==> src/rtl/alu_arbiter.sv <==
`default_nettype none
// ============================================================================
// Module   : alu_arbiter
// Brief    : Round-robin issue of requester operations to a shared pipelined
//            ALU, with an in-order tagged response FIFO and credit flow control.
// Revision : 1.0 - initial release
// ============================================================================
module alu_arbiter #(
  parameter int NREQ       = 4,
  parameter int RESP_DEPTH = 4,
  parameter int ALU_LAT    = 2
) (
  input  logic                 clk,
  input  logic                 rst,
  input  logic [NREQ-1:0]      req_valid,
  input  logic [32*NREQ-1:0]   req_a,
  input  logic [32*NREQ-1:0]   req_b,
  output logic [NREQ-1:0]      req_ready,
  output logic [31:0]          alu_a,
  output logic [31:0]          alu_b,
  output logic                 alu_in_valid,
  input  logic [31:0]          alu_out,
  input  logic                 alu_out_valid,
  output logic                 resp_valid,
  input  logic                 resp_ready,
  output logic [1:0]           resp_id,
  output logic [31:0]          resp_data,
  output logic                 err
);

  localparam int c_PTR_W = (RESP_DEPTH > 1) ? $clog2(RESP_DEPTH) : 1;
  localparam int c_CNT_W = $clog2(RESP_DEPTH + 1);
  localparam logic [c_CNT_W-1:0] c_DEPTH = c_CNT_W'(RESP_DEPTH);
  localparam logic [c_PTR_W-1:0] c_LAST  = c_PTR_W'(RESP_DEPTH - 1);

  logic [1:0]         r_rr_ptr;
  logic [c_CNT_W-1:0] r_credit;
  logic [1:0]         w_win_id;
  logic [1:0]         w_idx;
  logic               w_any;
  logic               w_accept;

  logic [1:0]         r_tag_id [ALU_LAT+1];
  logic [ALU_LAT:0]   r_tag_vld;
  logic               w_head_vld;
  logic [1:0]         w_head_id;

  logic [33:0]        r_mem [RESP_DEPTH];
  logic [c_PTR_W-1:0] r_wr_ptr;
  logic [c_PTR_W-1:0] r_rd_ptr;
  logic [c_CNT_W-1:0] r_count;
  logic               w_full;
  logic               w_push_try;
  logic               w_push;
  logic               w_pop;
  logic               w_err_set;

  function automatic logic [c_PTR_W-1:0] f_inc(input logic [c_PTR_W-1:0] p);
    return (p == c_LAST) ? '0 : p + 1'b1;
  endfunction

  // First valid requester at or above rr_ptr, wrapping 3 -> 0
  always_comb begin
    w_any    = 1'b0;
    w_win_id = r_rr_ptr;
    w_idx    = '0;
    for (int k = 0; k < 4; k++) begin
      w_idx = r_rr_ptr + 2'(k);
      if (!w_any && req_valid[w_idx]) begin
        w_any    = 1'b1;
        w_win_id = w_idx;
      end
    end
  end

  assign w_accept  = w_any && (r_credit < c_DEPTH) && !rst;
  assign req_ready = w_accept ? (NREQ'(1) << w_win_id) : '0;

  always_ff @(posedge clk or posedge rst) begin
    if (rst) begin
      r_rr_ptr     <= '0;
      alu_in_valid <= 1'b0;
      alu_a        <= '0;
      alu_b        <= '0;
    end else begin
      alu_in_valid <= w_accept;
      if (w_accept) begin
        r_rr_ptr <= w_win_id + 2'd1;
        alu_a    <= req_a[32*w_win_id +: 32];
        alu_b    <= req_b[32*w_win_id +: 32];
      end
    end
  end

  // Tag pipeline: head stage lines up with alu_out_valid of the same operation
  always_ff @(posedge clk or posedge rst) begin
    if (rst) begin
      r_tag_vld <= '0;
    end else begin
      r_tag_vld[0] <= w_accept;
      for (int k = 1; k <= ALU_LAT; k++) begin
        r_tag_vld[k] <= r_tag_vld[k-1];
      end
    end
  end

  always_ff @(posedge clk) begin
    r_tag_id[0] <= w_win_id;
    for (int k = 1; k <= ALU_LAT; k++) begin
      r_tag_id[k] <= r_tag_id[k-1];
    end
  end

  assign w_head_vld = r_tag_vld[ALU_LAT];
  assign w_head_id  = r_tag_id[ALU_LAT];

  assign w_full     = (r_count == c_DEPTH);
  assign w_push_try = alu_out_valid && w_head_vld;
  assign w_push     = w_push_try && !w_full;
  assign w_pop      = resp_valid && resp_ready;
  assign w_err_set  = (alu_out_valid != w_head_vld) || (w_push_try && w_full);

  always_ff @(posedge clk) begin
    if (w_push) begin
      r_mem[r_wr_ptr] <= {w_head_id, alu_out};
    end
  end

  always_ff @(posedge clk or posedge rst) begin
    if (rst) begin
      r_wr_ptr <= '0;
      r_rd_ptr <= '0;
      r_count  <= '0;
      r_credit <= '0;
      err      <= 1'b0;
    end else begin
      if (w_push) r_wr_ptr <= f_inc(r_wr_ptr);
      if (w_pop)  r_rd_ptr <= f_inc(r_rd_ptr);
      case ({w_push, w_pop})
        2'b10:   r_count <= r_count + 1'b1;
        2'b01:   r_count <= r_count - 1'b1;
        default: r_count <= r_count;
      endcase
      case ({w_accept, w_pop})
        2'b10:   r_credit <= r_credit + 1'b1;
        2'b01:   r_credit <= r_credit - 1'b1;
        default: r_credit <= r_credit;
      endcase
      if (w_err_set) err <= 1'b1;
    end
  end

  // Head is masked so the channel reads zero while empty or in reset
  assign resp_valid = (r_count != '0);
  assign resp_id    = resp_valid ? r_mem[r_rd_ptr][33:32] : '0;
  assign resp_data  = resp_valid ? r_mem[r_rd_ptr][31:0]  : '0;

endmodule
`default_nettype wire

==> config.mk <==
export PLATFORM = sky130hd
export DESIGN_NAME = alu_arbiter
export DESIGN_NICKNAME = d
export VERILOG_FILES = /design/src/rtl/alu_arbiter.sv
export SDC_FILE = /design/constraint.sdc
export NUM_CORES = 1
export LEC_CHECK = 0
export ABC_AREA = 1
export CORE_ASPECT_RATIO = 1.2
export CORE_UTILIZATION = 42
export DETAILED_ROUTE_END_ITERATION = 7
export HOLD_SLACK_MARGIN = 0.06
export PLACE_DENSITY = 0.78
export SKIP_LAST_GASP = 1
export SLEW_MARGIN = 15
export SYNTH_ARGS = -nofsm -noshare
export SYNTH_HDL_FRONTEND = slang
export SYNTH_SLANG_ARGS = --single-unit
export TNS_END_PERCENT = 20
==> constraint.sdc <==
create_clock -name clk -period 3.1 [get_ports clk]
set_input_delay 0.465 -clock clk [delete_from_list [all_inputs] [get_ports clk]]
set_output_delay 0.465 -clock clk [all_outputs]
set_load 0.02 [all_outputs]
# == Word-level counts from Yosys, hierarchy flattened ==
# Memory sizes are Yosys's and may differ from the RTL's.
# Index checks and enable logic that the tools add are counted.
# totals
ramBits,142
wordCells,80
output_inout_bits,105
memories,2
regBits,81
inputBits,296
# mem_list
name,depth,word_bits,read_ports,rd_clocked_by_memory_dff,wr,line_no,source
r_mem,4,34,1,0,1,48,logic [33:0] r_mem [RESP_DEPTH];
r_tag_id,3,2,3,0,3,43,logic [1:0] r_tag_id [ALU_LAT+1];
# op_classes
n_lt_le_gt_ge,5
n_shift,3
mux,24
add_sub_neg,10
n_reduce_logical,18
eq_ne,8
# op_table
op,n
128-bit by 8-bit indexed part select with 32-bit output,2
32-bit 2-to-1 mux,1
2-bit by 3-bit < comparator with 1-bit output (second input constant),4
2-bit 2-to-1 mux,6
3-bit one-hot mux with 2 select lines,2
1-bit 2-to-1 mux,10
1-bit logical AND,9
2-bit by 1-bit adder with 2-bit output (second input constant),4
1-bit binary-select mux with 2-bit select,4
2-bit == test (second input constant),4
3-bit by 1-bit adder with 3-bit output (second input constant),2
3-bit by 1-bit subtractor with 3-bit output (second input constant),2
1-bit zero test,5
2-bit adder (second input constant),2
2-bit by 1-bit == test with 1-bit output (second input constant),2
4-bit 2-to-1 mux,1
2-bit nonzero test,2
1-bit by 2-bit left shift with 4-bit output (first input constant),1
3-bit == test (second input constant),1
3-bit < comparator (second input constant),1
3-bit nonzero test,1
1-bit logical OR,1
1-bit != test,1

# == Logic depth before layout (Yosys ltp) ==
# Gate-level depths: netlist of run 1.
# depth
depth_word,16
ltp_mapped,19
mapped_depth_nobuf,16

# == Worst setup path after synthesis of run 1 ==
# Ideal clock, no wire load.
# synth_timing
path_kind,input -> register
start,input rst
end,register r_credit[1]
setup_ns,0.083
arrival_time_ns,3.568
t_required_ns,3.017
setup_slack_ns,-0.551
cell_stages,7
n_path_buf,1
cell_sequence,inv_1 nand2_2 buf_1 ha_1 inv_1 fa_1 o21ai_0
# synth_via
elab_chain_len,4
word_cells_on_any_way,6
cone_classes,eq/ne: 2; mux: 1; reduce/logical: 3
# synth_rtl
element,line_no,source
from (decl),14,"input logic rst,"
1-bit zero test (no source line) *,--,
1-bit logical AND *,76,assign w_accept = w_any && (r_credit < c_DEPTH) && !rst;
2-bit by 1-bit == test with 1-bit output / 2-bit == test (equally long branches),144,"case ({w_accept, w_pop})"
3-bit one-hot mux with 2 select lines / 2-bit nonzero test (equally long branches),--,
to (signal assigned),145,2'b10: r_credit <= r_credit + 1'b1;
to (signal assigned),146,2'b01: r_credit <= r_credit - 1'b1;
to (signal assigned),147,default: r_credit <= r_credit;
to (decl),37,logic [c_CNT_W-1:0] r_credit;
# Every way passes the cells marked *; elsewhere a longest branch is shown, timed or not.
# A chain may end at the register's enable or synchronous reset.

# == Worst setup path after layout of run 1 ==
# layout_timing
start,register r_rr_ptr[0]
end,output req_ready[1]
# layout_via
word_cells_on_any_way,28
cone_classes,add/sub: 3; shift: 1; mux: 16; reduce/logical: 8
# layout_lines
element,line_no,source
from (decl),36,logic [1:0] r_rr_ptr;
from (signal assigned),88,r_rr_ptr <= w_win_id + 2'd1;
branches (longest 11 deep; another with 2-bit by 1-bit adder with 2-bit output),--,
2-bit 2-to-1 mux *,69,if (!w_any && req_valid[w_idx]) begin
via w_win_id[0],38,logic [1:0] w_win_id;
1-bit by 2-bit left shift with 4-bit output *,77,assign req_ready = w_accept ? (NREQ'(1) << w_win_id) : '0;
4-bit 2-to-1 mux *,77,
to (decl),18,"output logic [NREQ-1:0] req_ready,"
# Mark *: on every way through the listed nets, which the timed path passes. The select of a mux whose other input is x is not followed.

==> reports/metrics.csv, run 1 <==
stage;metric;value;unit
yosys;synth.distinct_cells;29;
clock_tree;htree_levels;1;
sta;setup_violations;0;
layout;nNetsFinal;2155;
placed_design;dp_hpwl;27.6;mm
min_path;hp-start;r_tag_id[0][1]$_DFF_P_;
setup_path;critPathKind;flop to output pin;
global_routing;grt_use_total;0.271;
floorplanning;die_h;184;um
placed_design;place.gp.congestion;0.898;
floorplanning;std_cell_rows;66;
yosys;synth_most_common_cell;nand2_1;
clock_tree;numCtsBuffers;23;
yosys;synthXorXnorAreaFrac;0.00302;
yosys;ys_top_cells_by_count;nand2_1, nor2_1, nand3_1;
power_and_ir_drop;irDropWorstVdd;0.926;mV
route;wire_per_inst;17.7;um
layout;area_growth;43.4;%
sta;fin_skew;10.1;ps
yosys;async_reset_ff_frac;0.360;
yosys;synthAdderAreaFrac;0.0164;
clock_tree;cts_buffer_depth;3;
sta;hold_viol;0;
yosys;synth_cells;1480;
sta;rsz0062_at_grt;yes;
yosys;synth-seq-cells;222;
route;routed_wl;38.9;mm
clock_tree;cts.sinks;222;
yosys;muxShareOfSynthArea;0;
power_and_ir_drop;p_per_area;1090;nW/um^2
setup_path;crit_fanout;5;
floorplanning;fp.dieW;154;um
layout;finish.utilization;0.614;
sta;fmax;0.327;GHz
global_routing;grt_pass1_wl;59.0;mm
power_and_ir_drop;p_leak;7.46;nW
setup_path;crit_arrival;2600;ps
global_routing;overflow;0;
yosys;ys_seq_area_frac;0.535;
placed_design;io_buffers;400;
global_routing;first_global_vias;10600;
floorplanning;start_util;0.428;
setup_path;required;2630;ps
yosys;synth_nets;1790;
global_routing;antenna_found_initial;3;
sta;max_slew.worst_pin.slew;1080;ps
run_status;outcome;completed;
sta;slew_headroom;0.275;
setup_path;crit_path_start_kind;flop;
yosys;yosys_warnings;0;
route;drt-initial-drc-count;620;
floorplanning;dieArea;28300;um^2
route;vias;11200;
setup_path;worstSetupEndpointType;output pin;
clock_tree;clockRootBuffer;clkbuf_16;
yosys;ys_top_cells_by_area;edfxtp_1, nand2_1, dfrtp_1, nand3_1, nor2_1;
floorplanning;design.core.area;27100;um^2
floorplanning;io_pins;401;
sta;maxSlewViolCount;0;
clock_tree;clock_latency;500;ps
yosys;ys.flop_type;edfxtp_1;
route;drc_errors;0;
yosys;yosysTopAreaCell;edfxtp_1;
placed_design;dp_cells;2156;
sta;min_period;3060;ps
layout;final_cells;2204;
yosys;synthSimpleGateAreaFrac;0.341;
global_routing;grt_max_degree;107;
yosys;synth-compound-area-share;0.0503;
route;drtPass1Iterations;5;
clock_tree;cts_hold_buf;0;
yosys;synth_edf_count;136;
route;avgViaCountPerCell;5.07;
yosys;avgSynthCellArea;7.83;um^2
setup_path;crit_start;r_rr_ptr[0]$_DFFE_PP0P_;
route;ant_nets;0;
job;cap_violations;0;
sta;period_share;0.987;
yosys;netlist.area_leader.share;0.352;
yosys;synth_top_family_by_area;simple AND/OR/NAND/NOR gates;
setup_path;r2r_start;r_rr_ptr[0]$_DFFE_PP0P_;
clock_tree;cts_tree;yes;
yosys;syn-cell-area;11600;um^2
min_path;hold_class;flop to flop;
layout;drive_gt1_frac;0.0532;
clock_tree;clk_pin_slew;60;ps
path summary, 6_finish.rpt:
path | to | slack, ps | cells past startpoint
setup / recovery | req_ready[1] | 40 | 14
hold / removal | r_tag_id[0][3]$_DFF_P_ | 330 | 0
setup reg to reg | alu_b[14]$_DFFE_PP0P_ | 220 | 16
hold reg to reg | r_tag_id[0][3]$_DFF_P_ | 330 | 0
max in group asynchronous | r_rr_ptr[1]$_DFFE_PP0P_ | 1520 | 4
min in group asynchronous | alu_b[25]$_DFFE_PP0P_ | 450 | 3
worst max-delay path, stage by stage (launching register included):
cell,delay [ps]
dfrtp_2,450
clkbuf_2,170
nand2_1,80
nand2_2,90
nand2_1,90
nand2_2,80
buf_4,140
nor2_2,120
nand4_1,170
nand2_4,140
inv_1,90
ha_1,200
inv_1,50
nor2_1,30
dlymetal6s2s_1,200
cell type report:
class	count	area [um^2]
Inverter	32	129
Sequential cell	222	6210
Tap cell	340	425
Clock inverter	9	50.0
Timing Repair Buffer	437	4370
Multi-Input combinational cell	1129	4830
Antenna cell	3	7.51
Fill cell	2393	10500
Clock buffer	32	609
per-layer routing:
layer	share of wire	vias to the layer above	global-route usage
li1	-	5483	-
met1	0.40	5181	0.339
met2	0.49	456	0.469
met3	0.094	58	0.0695
met4	0.020	2	0.0640
met5	0.00031	-	0
through the flow:
stage	power [mW]	setup TNS [ps]	cell area (um^2)	setup slack, ps	hold WS [ps]
finish	18.2	0	16600	39.1	327
detailed placement	15.7	-3330	15900	-209	314
global route	19.7	-126	16600	-70.2	332
global placement	15.6	-1750	15900	-178	311
floorplan	11.7	0	11600	14.1	310
CTS	18.3	-500	16600	-240	330
cell families after synthesis:
family	Yosys count
buffers and inverters	129
XOR/XNOR	4
AND/OR/NAND/NOR	995
AO/OA/AOI/OAI	116
adder cells (fa/ha/maj)	14
flip-flops	222
registers in the layout, summed over array words and instances (netlist names):
register and flops:
r_tag_vld 3, r_tag_id 6, alu_a 32, r_rr_ptr 2
err 1, r_rd_ptr 2, r_count 3, r_wr_ptr 2
r_credit 3, alu_b 32, r_mem 136
cells in the final DEF, fill, tap and decap left out, types with 2 or more instances in the layout:
cell type,instances
a21oi_1,39
buf_12,8
buf_4,27
clkbuf_1,9
clkbuf_16,23
clkbuf_2,3
clkdlybuf4s50_1,396
clkinv_1,2
clkinv_2,4
clkinvlp_2,2
clkinvlp_4,2
dfrtp_1,77
dfrtp_2,3
dfxtp_1,6
diode_2,3
edfxtp_1,136
ha_1,12
inv_1,27
inv_4,2
nand2_1,692
nand2_2,7
nand2_4,3
nand3_1,137
nand3_2,2
nand4_1,2
nor2_1,145
nor2_4,4
o21ai_0,74
o21ai_1,2
xnor2_1,3
power breakdown:
group          switching, mW  internal, mW  leakage (nW)  total [mW]
registers              0.386          3.86          2.27        4.24
clock network           1.09          1.37         0.316        2.46
logic                   7.28          4.18          4.88        11.5
what timing repair did:
| action | 4_1_cts | 5_1_grt |
|---|---|---|
| resized for setup | 4 | 12 |
| hold endpoints to repair | 0 | 0 |
| endpoints found under the setup margin | 5 | 30 |
| pin swaps | 0 | 0 |
| setup buffers | 2 | 2 |
| cloned | 0 | 0 |
Power figures use the tool's default switching activity.
==> run 2: changes to the inputs <==
--- a/config.mk
+++ b/config.mk
@@ -12,7 +12,7 @@
 export HOLD_SLACK_MARGIN = 0.06
 export PLACE_DENSITY = 0.78
 export SKIP_LAST_GASP = 1
-export SLEW_MARGIN = 15
+export SLEW_MARGIN = 30
 export SYNTH_ARGS = -nofsm -noshare
 export SYNTH_HDL_FRONTEND = slang
 export SYNTH_SLANG_ARGS = --single-unit
==> reports/metrics.csv, run 2 (synthesized netlist as in run 1, its figures left out) <==
stage;metric;value;unit
layout;final_cell_mix;nand2_1, clkdlybuf4s50_1, nor2_1, nand3_1, edfxtp_1;
layout;drive_gt1_frac;0.0564;
clock_tree;cts.sinks;222;
setup_path;crit_path_start_kind;flop;
job;cap_violations;0;
power_and_ir_drop;irDropWorstVdd;0.898;mV
sta;maxSlewViolCount;0;
setup_path;worstSetupEndpointType;output pin;
power_and_ir_drop;intPower;9.77;mW
sta;slew_headroom;0.478;
floorplanning;io_pins;401;
power_and_ir_drop;power_frac_comb;0.620;
setup_path;crit_fanout;6;
layout;area_growth;44.7;%
sta;fmax;0.332;GHz
sta;min_period;3010;ps
global_routing;grt_pass1_wl;59.2;mm
setup_path;required;2630;ps
floorplanning;std_cell_rows;66;
placed_design;place.gp.congestion;0.898;
sta;setup_violations;0;
run_status;outcome;completed;
sta;hold_viol;0;
global_routing;overflow;0;
power_and_ir_drop;p_per_area;1110;nW/um^2
route;routed_wl;39.4;mm
clock_tree;clock_latency;510;ps
route;drc_errors;0;
layout;finish.utilization;0.620;
global_routing;grt_max_degree;107;
power_and_ir_drop;p_seq_frac;0.228;
min_path;hold_class;flop to flop;
floorplanning;fp.dieW;154;um
placed_design;dp_hpwl;27.7;mm
clock_tree;numCtsBuffers;23;
layout;largest_register_ffs;136;
sta;max_slew.worst_pin.slew;783;ps
power_and_ir_drop;power;18.7;mW
layout;largest_register;r_mem;
layout;fillerInstances;2377;
global_routing;grt_use_total;0.272;
setup_path;critPathKind;flop to output pin;
clock_tree;htree_levels;1;
placed_design;io_buffers;400;
clock_tree;clockRootBuffer;clkbuf_16;
floorplanning;start_util;0.428;
layout;final_common_cell;nand2_1;
clock_tree;cts_buffer_depth;3;
floorplanning;design.core.area;27100;um^2
global_routing;antenna_found_initial;7;
floorplanning;die_h;184;um
sta;fin_skew;9.53;ps
sta;holdWs;327;ps
route;drtPass1Iterations;5;
layout;nNetsFinal;2156;
layout;reg_top3;r_mem x136, alu_a x32, alu_b x32;
route;ant_nets;0;
route;wire_per_inst;17.8;um
setup_path;crit_arrival;2540;ps
route;drt-initial-drc-count;780;
route;vias;11200;
route;avgViaCountPerCell;5.08;
power_and_ir_drop;netSwitchingFraction;0.476;
clock_tree;clk_pin_slew;60;ps
power_and_ir_drop;switching_power;8.88;mW
clock_tree;cts_tree;yes;
global_routing;first_global_vias;10700;
power_and_ir_drop;p_leak;7.50;nW
sta;period_share;0.971;
floorplanning;dieArea;28300;um^2
power_and_ir_drop;pwr-share-clk;0.152;
==> run 2: final cells by class <==
| cell class | instances | area [um^2] | area share |
|---|---|---|---|
| Multi-Input combinational cell | 1129 | 4840 | 0.289 |
| Antenna cell | 8 | 20.0 | 0.00119 |
| Clock buffer | 28 | 594 | 0.0354 |
| Clock inverter | 13 | 178 | 0.0106 |
| Inverter | 32 | 129 | 0.00768 |
| Timing Repair Buffer | 438 | 4380 | 0.261 |
| Sequential cell | 222 | 6210 | 0.370 |
| Tap cell | 340 | 425 | 0.0254 |
==> run 2: final timing paths <==
kind,slack (ps),cells past startpoint,end,start
worst min register to register,330,0,r_tag_id[0][2]$_DFF_P_,r_tag_id[0][0]$_DFF_P_
max in group asynchronous,1500,4,r_rd_ptr[0]$_DFFE_PP0P_,rst
worst min-delay path,330,0,r_tag_id[0][2]$_DFF_P_,r_tag_id[0][0]$_DFF_P_
worst max-delay path,90,14,req_ready[3],r_rr_ptr[0]$_DFFE_PP0P_
worst max register to register,210,18,alu_b[14]$_DFFE_PP0P_,r_rr_ptr[0]$_DFFE_PP0P_
min in group asynchronous,440,3,alu_b[25]$_DFFE_PP0P_,rst
==> run 2: power groups by stage <==
| stage | logic (mW) | registers [mW] | clock network [mW] |
|---|---|---|---|
| after detailed placement | 11.4 | 4.30 | 0 |
| final | 11.6 | 4.25 | 2.84 |
| after floorplan | 7.06 | 4.66 | 0 |
| after CTS | 11.5 | 4.25 | 2.91 |
| after global placement | 11.3 | 4.27 | 0 |
| after global routing | 12.8 | 4.32 | 3.02 |
==> run 2: timing repair <==
item                                   in CTS  in global routing
endpoints found under the hold margin       0                  0
resized for setup                           5                 19
hold buffers                                0                  0
setup buffers                               2                  3
setup endpoints to repair                   5                 32
pin swaps                                   0                  2
==> run 2: metal layers <==
| metal | GRT usage | up-vias | share of wire |
|---|---|---|---|
| met5 | 0 | - | 0.00063 |
| met2 | 0.471 | 449 | 0.49 |
| met4 | 0.0740 | 4 | 0.022 |
| met3 | 0.0740 | 64 | 0.097 |
| met1 | 0.333 | 5210 | 0.39 |
| li1 | - | 5496 | - |
==> run 2: per-stage QoR <==
stage | cells | TNS (ps) | worst slack, ps | area [um^2]
floorplan | 1480 | 0 | 14.1 | 11600
global placement | 2156 | -1750 | -178 | 15900
detailed placement | 2156 | -3350 | -217 | 15900
CTS | 2199 | -309 | -231 | 16700
global route | 2207 | -62.9 | -34.5 | 16800
finish | 2210 | 0 | 91.0 | 16800
==> run 2: critical path, cell delays in order (launching register included) <==
cell	delay, ps
dfrtp_2	470
buf_6	150
nand2_1	80
nand2_2	90
nand2_1	80
nand2_2	80
buf_4	140
nor2_2	120
nand4_1	180
nand2_4	130
inv_2	60
ha_1	190
inv_1	50
nor2_1	40
buf_2	160
